[src/rtl/microwave_controller_if.sv]
// Keypad, door and counter-side signals of the microwave controller.
// slave is the controller's view; master is the environment's view.
interface microwave_controller_if;
    logic [3:0] key_digit;
    logic       key_valid;
    logic       start;
    logic       stop_clear;
    logic       door_closed;
    logic       timer_zero;
    logic [3:0] data;
    logic       loadn;
    logic       enable;
    logic       mag_on;
    logic       beep;

    modport slave (
        input  key_digit,
        input  key_valid,
        input  start,
        input  stop_clear,
        input  door_closed,
        input  timer_zero,
        output data,
        output loadn,
        output enable,
        output mag_on,
        output beep
    );

    modport master (
        output key_digit,
        output key_valid,
        output start,
        output stop_clear,
        output door_closed,
        output timer_zero,
        input  data,
        input  loadn,
        input  enable,
        input  mag_on,
        input  beep
    );
endinterface

[src/rtl/microwave_controller.sv]
// Microwave timer control FSM: keypad loads, per-second decrement
// enable, door interlock, clear sequence and end-of-cook beep.
module microwave_controller #(
    parameter int TICKS_PER_SEC = 50_000_000,
    parameter int BEEP_SECONDS  = 3
) (
    input logic                  clock,
    input logic                  clrn,
    microwave_controller_if.slave bus
);
    localparam int PW         = $clog2(TICKS_PER_SEC);
    localparam int BEEP_TOTAL = BEEP_SECONDS * TICKS_PER_SEC;
    localparam int BW         = $clog2(BEEP_TOTAL + 1);

    localparam logic [PW-1:0] PRESC_LAST = PW'(TICKS_PER_SEC - 1);
    localparam logic [BW-1:0] BEEP_LAST  = BW'(BEEP_TOTAL - 1);

    typedef enum logic [2:0] {
        IDLE,
        SET,
        COOK,
        PAUSE,
        CLEAR,
        DONE
    } state_t;

    state_t        state;
    logic [PW-1:0] presc;
    logic [PW-1:0] presc_inc;
    logic [BW-1:0] beep_cnt;
    logic [1:0]    clr_cnt;
    logic          digit_ok;
    logic          can_cook;

    assign presc_inc = (presc == PRESC_LAST) ? '0 : presc + PW'(1);
    assign digit_ok  = bus.key_valid && (bus.key_digit <= 4'd9);
    assign can_cook  = bus.door_closed && !bus.timer_zero;

    always_ff @(posedge clock or negedge clrn) begin
        if (!clrn) begin
            state      <= IDLE;
            presc      <= '0;
            beep_cnt   <= '0;
            clr_cnt    <= '0;
            bus.data   <= 4'd0;
            bus.loadn  <= 1'b1;
            bus.enable <= 1'b0;
            bus.mag_on <= 1'b0;
            bus.beep   <= 1'b0;
        end else begin
            bus.loadn  <= 1'b1;
            bus.enable <= 1'b0;
            unique case (state)
                IDLE, SET: begin
                    if (bus.stop_clear) begin
                        state     <= CLEAR;
                        clr_cnt   <= 2'd0;
                        bus.data  <= 4'd0;
                        bus.loadn <= 1'b0;
                    end else if (state == SET && bus.start) begin
                        // A start in SET consumes the cycle even if refused.
                        if (can_cook) begin
                            state      <= COOK;
                            presc      <= '0;
                            bus.mag_on <= 1'b1;
                        end
                    end else if (digit_ok) begin
                        state     <= SET;
                        bus.data  <= bus.key_digit;
                        bus.loadn <= 1'b0;
                    end
                end
                COOK: begin
                    // The cycle just spent cooking always counts.
                    presc <= presc_inc;
                    if (bus.stop_clear || !bus.door_closed) begin
                        state      <= PAUSE;
                        bus.mag_on <= 1'b0;
                    end else if (bus.timer_zero && !bus.enable) begin
                        state      <= DONE;
                        bus.mag_on <= 1'b0;
                        bus.beep   <= 1'b1;
                        beep_cnt   <= '0;
                    end else begin
                        bus.enable <= (presc_inc == PRESC_LAST);
                    end
                end
                PAUSE: begin
                    if (bus.stop_clear) begin
                        state     <= CLEAR;
                        clr_cnt   <= 2'd0;
                        bus.data  <= 4'd0;
                        bus.loadn <= 1'b0;
                    end else if (bus.start && bus.door_closed) begin
                        state      <= COOK;
                        bus.mag_on <= 1'b1;
                        bus.enable <= (presc == PRESC_LAST);
                    end
                end
                CLEAR: begin
                    if (clr_cnt == 2'd2) begin
                        state   <= IDLE;
                        presc   <= '0;
                        clr_cnt <= 2'd0;
                    end else begin
                        clr_cnt   <= clr_cnt + 2'd1;
                        bus.data  <= 4'd0;
                        bus.loadn <= 1'b0;
                    end
                end
                DONE: begin
                    if (bus.stop_clear || !bus.door_closed
                        || beep_cnt == BEEP_LAST) begin
                        state    <= IDLE;
                        bus.beep <= 1'b0;
                        beep_cnt <= '0;
                    end else begin
                        beep_cnt <= beep_cnt + BW'(1);
                    end
                end
                default: begin
                    state      <= IDLE;
                    bus.mag_on <= 1'b0;
                    bus.beep   <= 1'b0;
                end
            endcase
        end
    end
endmodule

[src/flat_wrapper.sv]
// flat-port wrapper written by rule: the top's interface ports become plain ports
module microwave_controller_flat 
#(
    parameter int TICKS_PER_SEC = 50_000_000,
    parameter int BEEP_SECONDS  = 3
)
  (clock, clrn, bus_key_digit, bus_key_valid, bus_start, bus_stop_clear, bus_door_closed, bus_timer_zero, bus_data, bus_loadn, bus_enable, bus_mag_on, bus_beep);
  microwave_controller_if bus_i ();
  input logic clock;
  input logic clrn;
  input wire logic [$bits(bus_i.key_digit)-1:0] bus_key_digit;
  input wire logic [$bits(bus_i.key_valid)-1:0] bus_key_valid;
  input wire logic [$bits(bus_i.start)-1:0] bus_start;
  input wire logic [$bits(bus_i.stop_clear)-1:0] bus_stop_clear;
  input wire logic [$bits(bus_i.door_closed)-1:0] bus_door_closed;
  input wire logic [$bits(bus_i.timer_zero)-1:0] bus_timer_zero;
  output wire logic [$bits(bus_i.data)-1:0] bus_data;
  output wire logic [$bits(bus_i.loadn)-1:0] bus_loadn;
  output wire logic [$bits(bus_i.enable)-1:0] bus_enable;
  output wire logic [$bits(bus_i.mag_on)-1:0] bus_mag_on;
  output wire logic [$bits(bus_i.beep)-1:0] bus_beep;
  assign bus_i.key_digit = bus_key_digit;
  assign bus_i.key_valid = bus_key_valid;
  assign bus_i.start = bus_start;
  assign bus_i.stop_clear = bus_stop_clear;
  assign bus_i.door_closed = bus_door_closed;
  assign bus_i.timer_zero = bus_timer_zero;
  assign bus_data = bus_i.data;
  assign bus_loadn = bus_i.loadn;
  assign bus_enable = bus_i.enable;
  assign bus_mag_on = bus_i.mag_on;
  assign bus_beep = bus_i.beep;
  microwave_controller #(.TICKS_PER_SEC(TICKS_PER_SEC), .BEEP_SECONDS(BEEP_SECONDS)) u_core (.clock(clock), .clrn(clrn), .bus(bus_i));
endmodule
[config.mk]
export PLATFORM = sky130hd
export DESIGN_NAME = microwave_controller_flat
export DESIGN_NICKNAME = d
export VERILOG_FILES = /design/src/rtl/microwave_controller_if.sv /design/src/rtl/microwave_controller.sv /design/src/flat_wrapper.sv
export SDC_FILE = /design/constraint.sdc
export NUM_CORES = 1
export LEC_CHECK = 0
export CAP_MARGIN = 25
export CORE_ASPECT_RATIO = 0.75
export CORE_MARGIN = 2
export CORE_UTILIZATION = 50
export DETAILED_ROUTE_END_ITERATION = 7
export PLACE_DENSITY = 0.7
export SKIP_LAST_GASP = 1
export SLEW_MARGIN = 20
export SYNTH_ARGS = -nofsm -noshare
export SYNTH_HDL_FRONTEND = slang
export SYNTH_SLANG_ARGS = --single-unit
[constraint.sdc]
create_clock -name clock -period 2.2 [get_ports clock]
set_clock_uncertainty 0.1 [all_clocks]
set_input_delay 0.44 -clock clock [delete_from_list [all_inputs] [get_ports clock]]
set_output_delay 0.44 -clock clock [all_outputs]
set_load 0.02 [all_outputs]
==> results.py, run 1 <==
metrics = {
    "sta": {
        "rsz0062_at_grt": "yes",
        "setup_violations": 12,
        "worstMarginPinSlew_ps": 544,
        "fmax_ghz": 0.430,
        "tns_ps": -457,
        "finalWorstSetupSlack_ps": -126,
        "fin_hold_ws_ps": 381,
        "period_share": 1.06,
        "relSlewSlack": 0.635,
        "period_needed_ps": 2330,
        "hold_viol_final": 0,
        "maxSlewViolCount": 0,
    },
    "clocking": {
        "htreeDepth": 3,
        "clkSinkCount": 67,
        "cts_max_path_buffers": 2,
        "clk_pin_slew_ps": 70,
        "clockRootBuffer": "clkbuf_8",
        "worstSkewPairLatency_ps": 370,
        "cts_tree": "done",
        "cts_buffers": 9,
    },
    "drt": {
        "wl_met2_um": 5260,
        "drt-vias-per-instance": 5.73,
        "met3_length_um": 581,
        "wl_met1_um": 4990,
        "route.vias.total": 3922,
        "route.detailed.drc": 0,
        "wire_per_inst_um": 16.0,
        "top_layer_used": "met4",
        "drt_pre_antenna_iters": 5,
        "drt_first_iter_violations": 309,
        "postRouteAntennaNets": 0,
        "wl_um": 10900,
    },
    "global_route": {
        "grt_pass1_wl_um": 17600,
        "grt_max_degree": 52,
        "grt-ovfl-total": 0,
        "grt_pass1_vias": 3557,
        "grtUsageTotal": 0.259,
        "grt_antenna_before_repair": 0,
    },
    "synthesis": {
        "syn-num-nets": 489,
        "synth_seq_cells": 67,
        "synth_edf_count": 0,
        "synth_area_mm2": 0.00396,
        "synth-main-ff-cell": "dfrtp_1",
        "yosysSeqAreaShare": 0.424,
        "avgSynthCellArea_um2": 8.31,
        "synthArstFlopShare": 1.00,
        "synth.distinct_cells": 59,
        "yosysWarnings": 0,
        "synthCells": 476,
    },
    "die": {
        "start_util": 0.509,
        "io_pins": 19,
        "rows": 28,
        "die_y_um": 81.1,
        "fp.dieW_um": 107,
        "core_area_mm2": 0.00778,
        "dieArea_mm2": 0.00865,
    },
    "pwr": {
        "p_sw_mw": 2.22,
        "pwr-share-clk": 0.232,
        "power.total_mw": 5.79,
        "power_density_mw_per_mm2": 1070,
        "p_seq_frac": 0.341,
        "p_sw_frac": 0.382,
        "internal-power_mw": 3.58,
        "combPwrFrac": 0.427,
        "power_leakage_nw": 2.36,
        "vdd_drop_max_mv": 0.837,
    },
    "placement": {
        "gp_congestion": 0.925,
        "place_hpwl_um": 7400,
        "portBuffers": 18,
    },
    "critical_path": {
        "r2r_slack_ps": -130,
        "cp.arrival_ps": 2520,
        "path_class": "register to register",
        "ff2ff_path_depth": 8,
        "path_max_fanout": 3,
        "cp-end-kind": "register",
        "timing.rr.start": "u_core.presc[1]",
        "setup.worst_path.start": "u_core.presc[1]",
        "critPathRequiredTime_ps": 2390,
        "rr_endpoint": "u_core.bus.enable",
        "critPathLaunchType": "register",
    },
    "cells_and_area": {
        "multiInputGateArea_mm2": 0.00234,
        "antenna_cells": 0,
        "seq_area_mm2": 0.00168,
        "layout.nets": 587,
        "drive_above_1_share": 0.256,
        "fill_cells": 652,
        "area_growth_pct": 36.9,
    },
    "flow_run": {
        "cap_violations": 0,
    },
    "hold_path": {
        "whs_endpoint": "u_core.bus.data[3]",
        "min_from": "u_core.bus.data[3]",
        "whs_path_depth": 2,
        "hold_class": "register to register",
    },
    "status": {
        "violations": "setup timing",
        "status": "finished, violations left",
    },
}
## power groups by stage
stage | combinational (mW) | sequential (mW) | clock [mW]
CTS | 2.28 | 1.96 | 1.36
floorplan | 1.21 | 2.02 | 0
finish | 2.47 | 1.98 | 1.35
global route | 2.72 | 2.03 | 1.41
detailed placement | 2.19 | 1.97 | 0
global placement | 2.11 | 1.96 | 0
## worst max path at each step
stage                              endpoint  slack [ps]  cells past startpoint
after CTS                 u_core.bus.enable         -90                      8
after global routing      u_core.bus.enable        -210                      8
after global placement    u_core.bus.enable        -210                      9
after floorplan           u_core.bus.enable         -40                      8
final                     u_core.bus.enable        -130                      8
after detailed placement  u_core.bus.enable        -250                      9
## flip-flops by register name, indices dropped and copies added (netlist names)
| register | count |
|---|---|
| u_core.clr_cnt | 2 |
| u_core.beep_cnt | 28 |
| u_core.bus.mag_on | 1 |
| u_core.presc | 26 |
| u_core.bus.enable | 1 |
| u_core.bus.beep | 1 |
| u_core.bus.data | 4 |
| u_core.bus.loadn | 1 |
| u_core.state | 3 |
## cell usage after synthesis (all sizes together), types with 4 or more instances
master,count,area [um^2]
nor4,6,50.0
nor3,16,80.1
nand2b,5,31.3
xnor2,8,70.1
xor2,17,149
nand3,28,140
clkbuf,14,52.6
nor3b,4,40.0
nand2,62,240
o41ai,5,43.8
inv,11,41.3
nand4,9,62.6
nor2b,7,43.8
o31ai,15,113
and2,4,25.0
dfrtp,66,1650
and3,7,43.8
nor2,61,245
buf,8,50.1
o21ai,54,270
or3,5,36.3
a21oi,21,105
o22ai,4,25.0
## layer usage
| metal | global-route usage | up-vias |
|---|---|---|
| li1 | - | 1903 |
| met1 | 0.347 | 1901 |
| met2 | 0.424 | 106 |
| met3 | 0.0682 | 12 |
| met4 | 0.0610 | 0 |
| met5 | 0 | - |
## critical path: stages, from the launching register on
cell and delay [ps]:
dfrtp_1 400, ha_4 180, nand4_4 130, or3_4 420, nor3b_2 180, o21ai_1 90
o31a_1 110, or4_1 520, o21ai_1 130
## kinds of logic after synthesis
family                   count (synthesis)  share of synthesized area
buffers and inverters                   33                     0.0364
flip-flops                              67                      0.424
adder cells (fa/ha/maj)                  2                    0.00632
multiplexers                             1                    0.00253
AND/OR/NAND/NOR                        229                      0.294
XOR/XNOR                                25                     0.0553
AO/OA/AOI/OAI                          119                      0.181
## layout make-up
cell class	count	share of cell area
Clock buffer	11	0.0279
Clock inverter	5	0.0199
Inverter	11	0.00762
Multi-Input combinational cell	376	0.431
Sequential cell	67	0.310
Tap cell	105	0.0242
Timing Repair Buffer	109	0.179
## cell usage in the layout, fill, tap and decap left out, drive strengths merged, types with 6 or more instances in the layout
cell type	instances
a21oi	21
nor4	6
dfrtp	66
o21ai	54
nand2	62
nor3	16
inv	12
and3	7
nor2b	7
nor2	61
nand3	28
xnor2	8
o31ai	15
nand4	9
clkdlybuf4s50	17
clkbuf	13
xor2	17
buf	89
## stage by stage
| step | utilization | cells | worst slack, ps | area (um^2) |
|---|---|---|---|---|
| 2_1_floorplan | - | 476 | -40.1 | 3980 |
| 3_3_place_gp | 0.615 | 651 | -211 | 4780 |
| 3_5_place_dp | 0.615 | 651 | -250 | 4780 |
| 4_1_cts | 0.665 | 673 | -94.1 | 5170 |
| 5_1_grt | 0.697 | 684 | -206 | 5420 |
| 6_report | 0.697 | 684 | -126 | 5420 |
## what timing repair did
| action | 4_1_cts | 5_1_grt |
|---|---|---|
| hold endpoints to repair | 16 | 0 |
| hold buffers | 1 | 0 |
| cloned | 2 | 3 |
| setup buffers | 3 | 8 |
| gates resized for setup | 23 | 47 |
| pin swaps | 9 | 12 |
| setup endpoints to repair | 28 | 44 |
No activity file was read; power rests on OpenSTA's default activity.
==> run 2: changes to the inputs <==
--- a/config.mk
+++ b/config.mk
@@ -9,6 +9,7 @@
 export CORE_ASPECT_RATIO = 0.75
 export CORE_MARGIN = 2
 export CORE_UTILIZATION = 50
+export CTS_CLUSTER_SIZE = 10
 export DETAILED_ROUTE_END_ITERATION = 7
 export PLACE_DENSITY = 0.7
 export SKIP_LAST_GASP = 1
==> results of run 2 <==
Final layout, timing and power as in run 1 (identical DEF).
==> run 3: changes to the inputs <==
--- a/config.mk
+++ b/config.mk
@@ -12,6 +12,7 @@
 export CTS_CLUSTER_SIZE = 10
 export DETAILED_ROUTE_END_ITERATION = 7
 export PLACE_DENSITY = 0.7
+export SETUP_SLACK_MARGIN = 0.15
 export SKIP_LAST_GASP = 1
 export SLEW_MARGIN = 20
 export SYNTH_ARGS = -nofsm -noshare
==> results.py, run 3 (same netlist as run 1, synthesis figures left out) <==
metrics = {
    "status": {
        "status": "finished, violations left",
        "violations": "setup timing",
    },
    "critical_path": {
        "cp.arrival_ps": 2510,
        "ff2ff_path_depth": 8,
        "path_max_fanout": 4,
        "critPathLaunchType": "register",
        "cp-end-kind": "register",
        "path_class": "register to register",
        "critPathRequiredTime_ps": 2380,
    },
    "cells_and_area": {
        "regMostFlops": "u_core.beep_cnt",
        "seq_area_mm2": 0.00168,
        "fill_cells": 566,
        "multiInputGateArea_mm2": 0.00259,
        "largestRegisters": "u_core.beep_cnt: 28 flops, u_core.presc: 26 flops, u_core.bus.data: 4 flops",
        "area_growth_pct": 44.9,
        "stdcell_area_mm2": 0.00573,
        "instances_no_fill": 694,
        "antenna_cells": 0,
        "largest_reg_flops": 28,
        "layout_commonest_cell": "buf_4",
        "drive_above_1_share": 0.345,
        "layout.nets": 598,
        "final_cell_mix": "81 x buf_4, 65 x dfrtp_1, 59 x nand2_1",
        "fin_util": 0.737,
    },
    "placement": {
        "portBuffers": 18,
        "place_inst": 651,
        "gp_congestion": 0.911,
        "dpl_cell_area_mm2": 0.00479,
        "place_hpwl_um": 7180,
    },
    "hold_path": {
        "whs_path_depth": 2,
        "hold_class": "register to register",
    },
    "global_route": {
        "grt_pass1_vias": 3783,
        "grt-ovfl-total": 0,
        "grt_antenna_before_repair": 0,
        "grt_max_degree": 50,
        "grtUsageTotal": 0.265,
        "grt_pass1_wl_um": 18100,
    },
    "drt": {
        "drt_first_iter_violations": 298,
        "drt_pre_antenna_iters": 5,
        "drt-vias-per-instance": 5.81,
        "postRouteAntennaNets": 0,
        "route.detailed.drc": 0,
        "wire_per_inst_um": 16.8,
        "route.vias.total": 4030,
        "wl_um": 11700,
    },
    "sta": {
        "rsz0062_at_grt": "yes",
        "fin_hold_ws_ps": 391,
        "hold_viol_final": 0,
        "worstMarginPinSlew_ps": 460,
        "fmax_ghz": 0.429,
        "relSlewSlack": 0.691,
        "period_needed_ps": 2330,
        "setup_violations": 12,
        "finalWorstSetupSlack_ps": -129,
        "period_share": 1.06,
        "maxSlewViolCount": 0,
    },
    "pwr": {
        "power_density_mw_per_mm2": 1030,
        "vdd_drop_max_mv": 0.617,
        "power_leakage_nw": 2.40,
    },
    "die": {
        "io_pins": 19,
        "fp.dieW_um": 107,
        "rows": 28,
        "start_util": 0.509,
        "core_area_mm2": 0.00778,
        "dieArea_mm2": 0.00865,
        "die_y_um": 81.1,
    },
    "clocking": {
        "clkSinkCount": 67,
        "cts_max_path_buffers": 2,
        "cts_buffers": 9,
        "worstSkewPairLatency_ps": 360,
        "cts_tree": "done",
        "clockRootBuffer": "clkbuf_8",
        "clk_pin_slew_ps": 80,
        "htreeDepth": 3,
    },
    "flow_run": {
        "cap_violations": 0,
    },
}
-- run 3: cell count changes in the layout (fill, tap and decap cells not counted), sizes merged --
cell | previous run | this run
buf | 89 | 102
bufinv | 3 | 2
clkbuf | 13 | 10
clkinv | 1 | 2
clkinvlp | 0 | 1
inv | 12 | 11
-- run 3: power by group --
group | internal [mW] | switching [mW] | leakage, nW
clock network | 0.659 | 0.499 | 0.108
registers | 1.61 | 0.363 | 0.908
logic | 1.28 | 1.50 | 1.38
total | 3.55 | 2.36 | 2.40
-- run 3: final timing paths --
kind                                           end  slack (ps)               start
worst min-delay path            u_core.bus.data[2]         390  u_core.bus.data[2]
max in group asynchronous          u_core.presc[3]         910                clrn
worst min register to register  u_core.bus.data[2]         390  u_core.bus.data[2]
min in group asynchronous       u_core.beep_cnt[4]         450                clrn
worst max-delay path             u_core.bus.enable        -130     u_core.presc[0]
worst max register to register   u_core.bus.enable        -130     u_core.presc[0]
-- run 3: worst max-delay path, stage by stage (launching register included) --
cell and delay [ps]:
dfrtp_1 400, ha_4 180, nand4_4 110, or3_4 420, nor3b_2 160, o21ai_1 100
o31a_1 130, or4_1 530, o21ai_1 140
-- run 3: final cells by class --
class	instances	share of cell area
Multi-Input combinational cell	376	0.451
Sequential cell	67	0.293
Timing Repair Buffer	120	0.188
Clock buffer	10	0.0240
Tap cell	105	0.0229
Clock inverter	5	0.0135
Inverter	11	0.00720
-- run 3: per-stage QoR --
step	power, mW	worst slack [ps]	setup TNS (ps)
after detailed placement	4.17	-214	-2550
after floorplan	3.24	12.1	0
after global placement	4.09	-183	-2570
final	5.91	-129	-310
after CTS	5.59	-42.0	-389
after global routing	6.27	-198	-1540
-- run 3: what timing repair did --
action | CTS | global route
endpoints found under the setup margin | 48 | 52
buffers inserted | 15 | 7
hold buffers | 1 | 0
gates cloned | 4 | 1
resized for setup | 61 | 83
pin swaps | 24 | 33
hold endpoints to repair | 17 | 0
-- run 3: per-layer routing --
metal  wire [um]  GRT usage  part of all wire  vias to the layer above
li1            -          -                 -                     1929
met1        5260      0.351              0.45                     1958
met2        5650      0.444              0.48                      116
met3         503     0.0498             0.043                       27
met4         249     0.0857             0.021                        0
met5           0          0                 0                        -
==> RTL change (settings of run 3) <==
`BEEP_SECONDS` is set to 3 in 2 places; all go to 6.
--- a/src/rtl/microwave_controller.sv
+++ b/src/rtl/microwave_controller.sv
@@ -3,5 +3,5 @@
 module microwave_controller #(
     parameter int TICKS_PER_SEC = 50_000_000,
-    parameter int BEEP_SECONDS  = 3
+    parameter int BEEP_SECONDS  = 6
 ) (
     input logic                  clock,
--- a/src/flat_wrapper.sv
+++ b/src/flat_wrapper.sv
@@ -3,5 +3,5 @@
 #(
     parameter int TICKS_PER_SEC = 50_000_000,
-    parameter int BEEP_SECONDS  = 3
+    parameter int BEEP_SECONDS  = 6
 )
   (clock, clrn, bus_key_digit, bus_key_valid, bus_start, bus_stop_clear, bus_door_closed, bus_timer_zero, bus_data, bus_loadn, bus_enable, bus_mag_on, bus_beep);
Formal check against the unedited RTL: same outputs for any inputs over 10 cycles, from zero or initial values; that may be too few to reach the edited logic, so the function may still have changed.
==> RTL change against run 3 <==
  * Largest cell class unchanged
  * Final area increased by 0.46%
  * Wire length decreased by 0.57%
  * Setup slack got worse by 62 ps
  * Sequential cell count increased by 1
  * Die area increased by 2.8%
  * Power decreased by 16%
  * Synthesized area increased by 3.0%
  * The flow still finishes with violations (negative setup slack)
==> RTL change: results <==
set metrics [dict create \
    grtUsageMet3 0.05416 \
    pg_seq_mw 1.80 \
    synthCells 482 \
    synth_common_cells "dfrtp_1, nor2_1, nand2_1" \
    reg_top3 "u_core.beep_cnt (29), u_core.presc (26), u_core.bus.data (4)" \
    multi_input_area_share 0.4383 \
    ys_seq_area_frac 0.4179 \
    grt_pass1_wl_um 17660 \
    p_clk_frac 0.178 \
    insertion_delay_ps 340 \
    failed_checks "negative setup slack" \
    power_leakage_nw 2.499 \
    layout.cells.non_filler 707 \
    layout-drive-gt1-share 0.3123 \
    internal_power_mw 3.039 \
    ys_types 56 \
    cts_resized 34 \
    dpl.hpwl_um 7494 \
    path_clk_slew_ps 70 \
    avgViaCountPerCell 5.901 \
    cts_max_level 3 \
    detail_route.wl_per_cell_um 16.41 \
    gp_congestion 0.8740 \
    largest_reg_flops 29 \
    cts_sinks 68 \
    routed-wl-met2_um 5236 \
    grt_pass1_vias 3698 \
    non_clock_buffer_count 129 \
    route.met3.wl_um 857 \
    placed_cells 659 \
    nNonClkInverters 15 \
    worstPathMaxFanout 3 \
    grt_max_degree 29 \
    slew_headroom 0.6292 \
    nets 610 \
    max-vdd-ir-drop_mv 0.4627 \
    clkCellAreaFrac 0.02845 \
    status "finished, violations left" \
    use_met1 0.3666 \
    r2r-end "u_core.state[0]$_DFFE_PN0P_" \
    clock_buffers 13 \
    wl_met1_um 5394 \
    seqCellArea_um2 1707 \
    grt_util_met2 0.3862 \
    reg2regPathDepth 7 \
    drtIter0Drc 409 \
    setup_viol 32 \
    yosys-top-cells-area "dfrtp_1, nor2_1, o21ai_0" \
    fillers 536 \
    top_layer_used "met4" \
    track_usage 0.2529 \
    synth_nets 495 \
    r2r_start "u_core.beep_cnt[12]$_DFFE_PN0P_" \
    final.setup.worst_slack_ps -190.6 \
    crit_arrival_ps 2500 \
    multi_input_cells 374 \
    post_cts_buffers 14 \
    area_share_nonclk_buffers 0.2044 \
    crit_type "register to register" \
]
[RTL change: stage by stage]
stage / cell area (µm²) / hold slack [ps] / total power, mW / TNS, ps / setup WS, ps
after CTS: 5393 / 437.3 / 4.670 / -6438 / -253.0
final: 5761 / 432.9 / 4.968 / -4750 / -190.6
after detailed placement: 5002 / 349.4 / 3.630 / -6033 / -337.1
after global routing: 5761 / 464.2 / 5.261 / -7534 / -268.8
after floorplan: 4168 / 44.41 / 2.848 / -1638 / -113.3
after global placement: 5002 / 331.5 / 3.539 / -5434 / -307.9
[RTL change: cell families after synthesis]
family | share of synthesized area
AOI/OAI and AO/OA | 0.1563
xor gates and xnor gates | 0.05588
adders and majority gates | 0.006140
buffers and inverters | 0.03991
DFF | 0.4179
muxes | 0.02211
and+or+nand+nor | 0.3018
[RTL change: critical path, cell delays in order, from the launching register on]
cell	delay [ps]
dfrtp_1	380
or4_4	530
or4_4	450
o31ai_4	270
nand3_2	180
buf_6	160
o21ai_2	130
o41ai_2	80
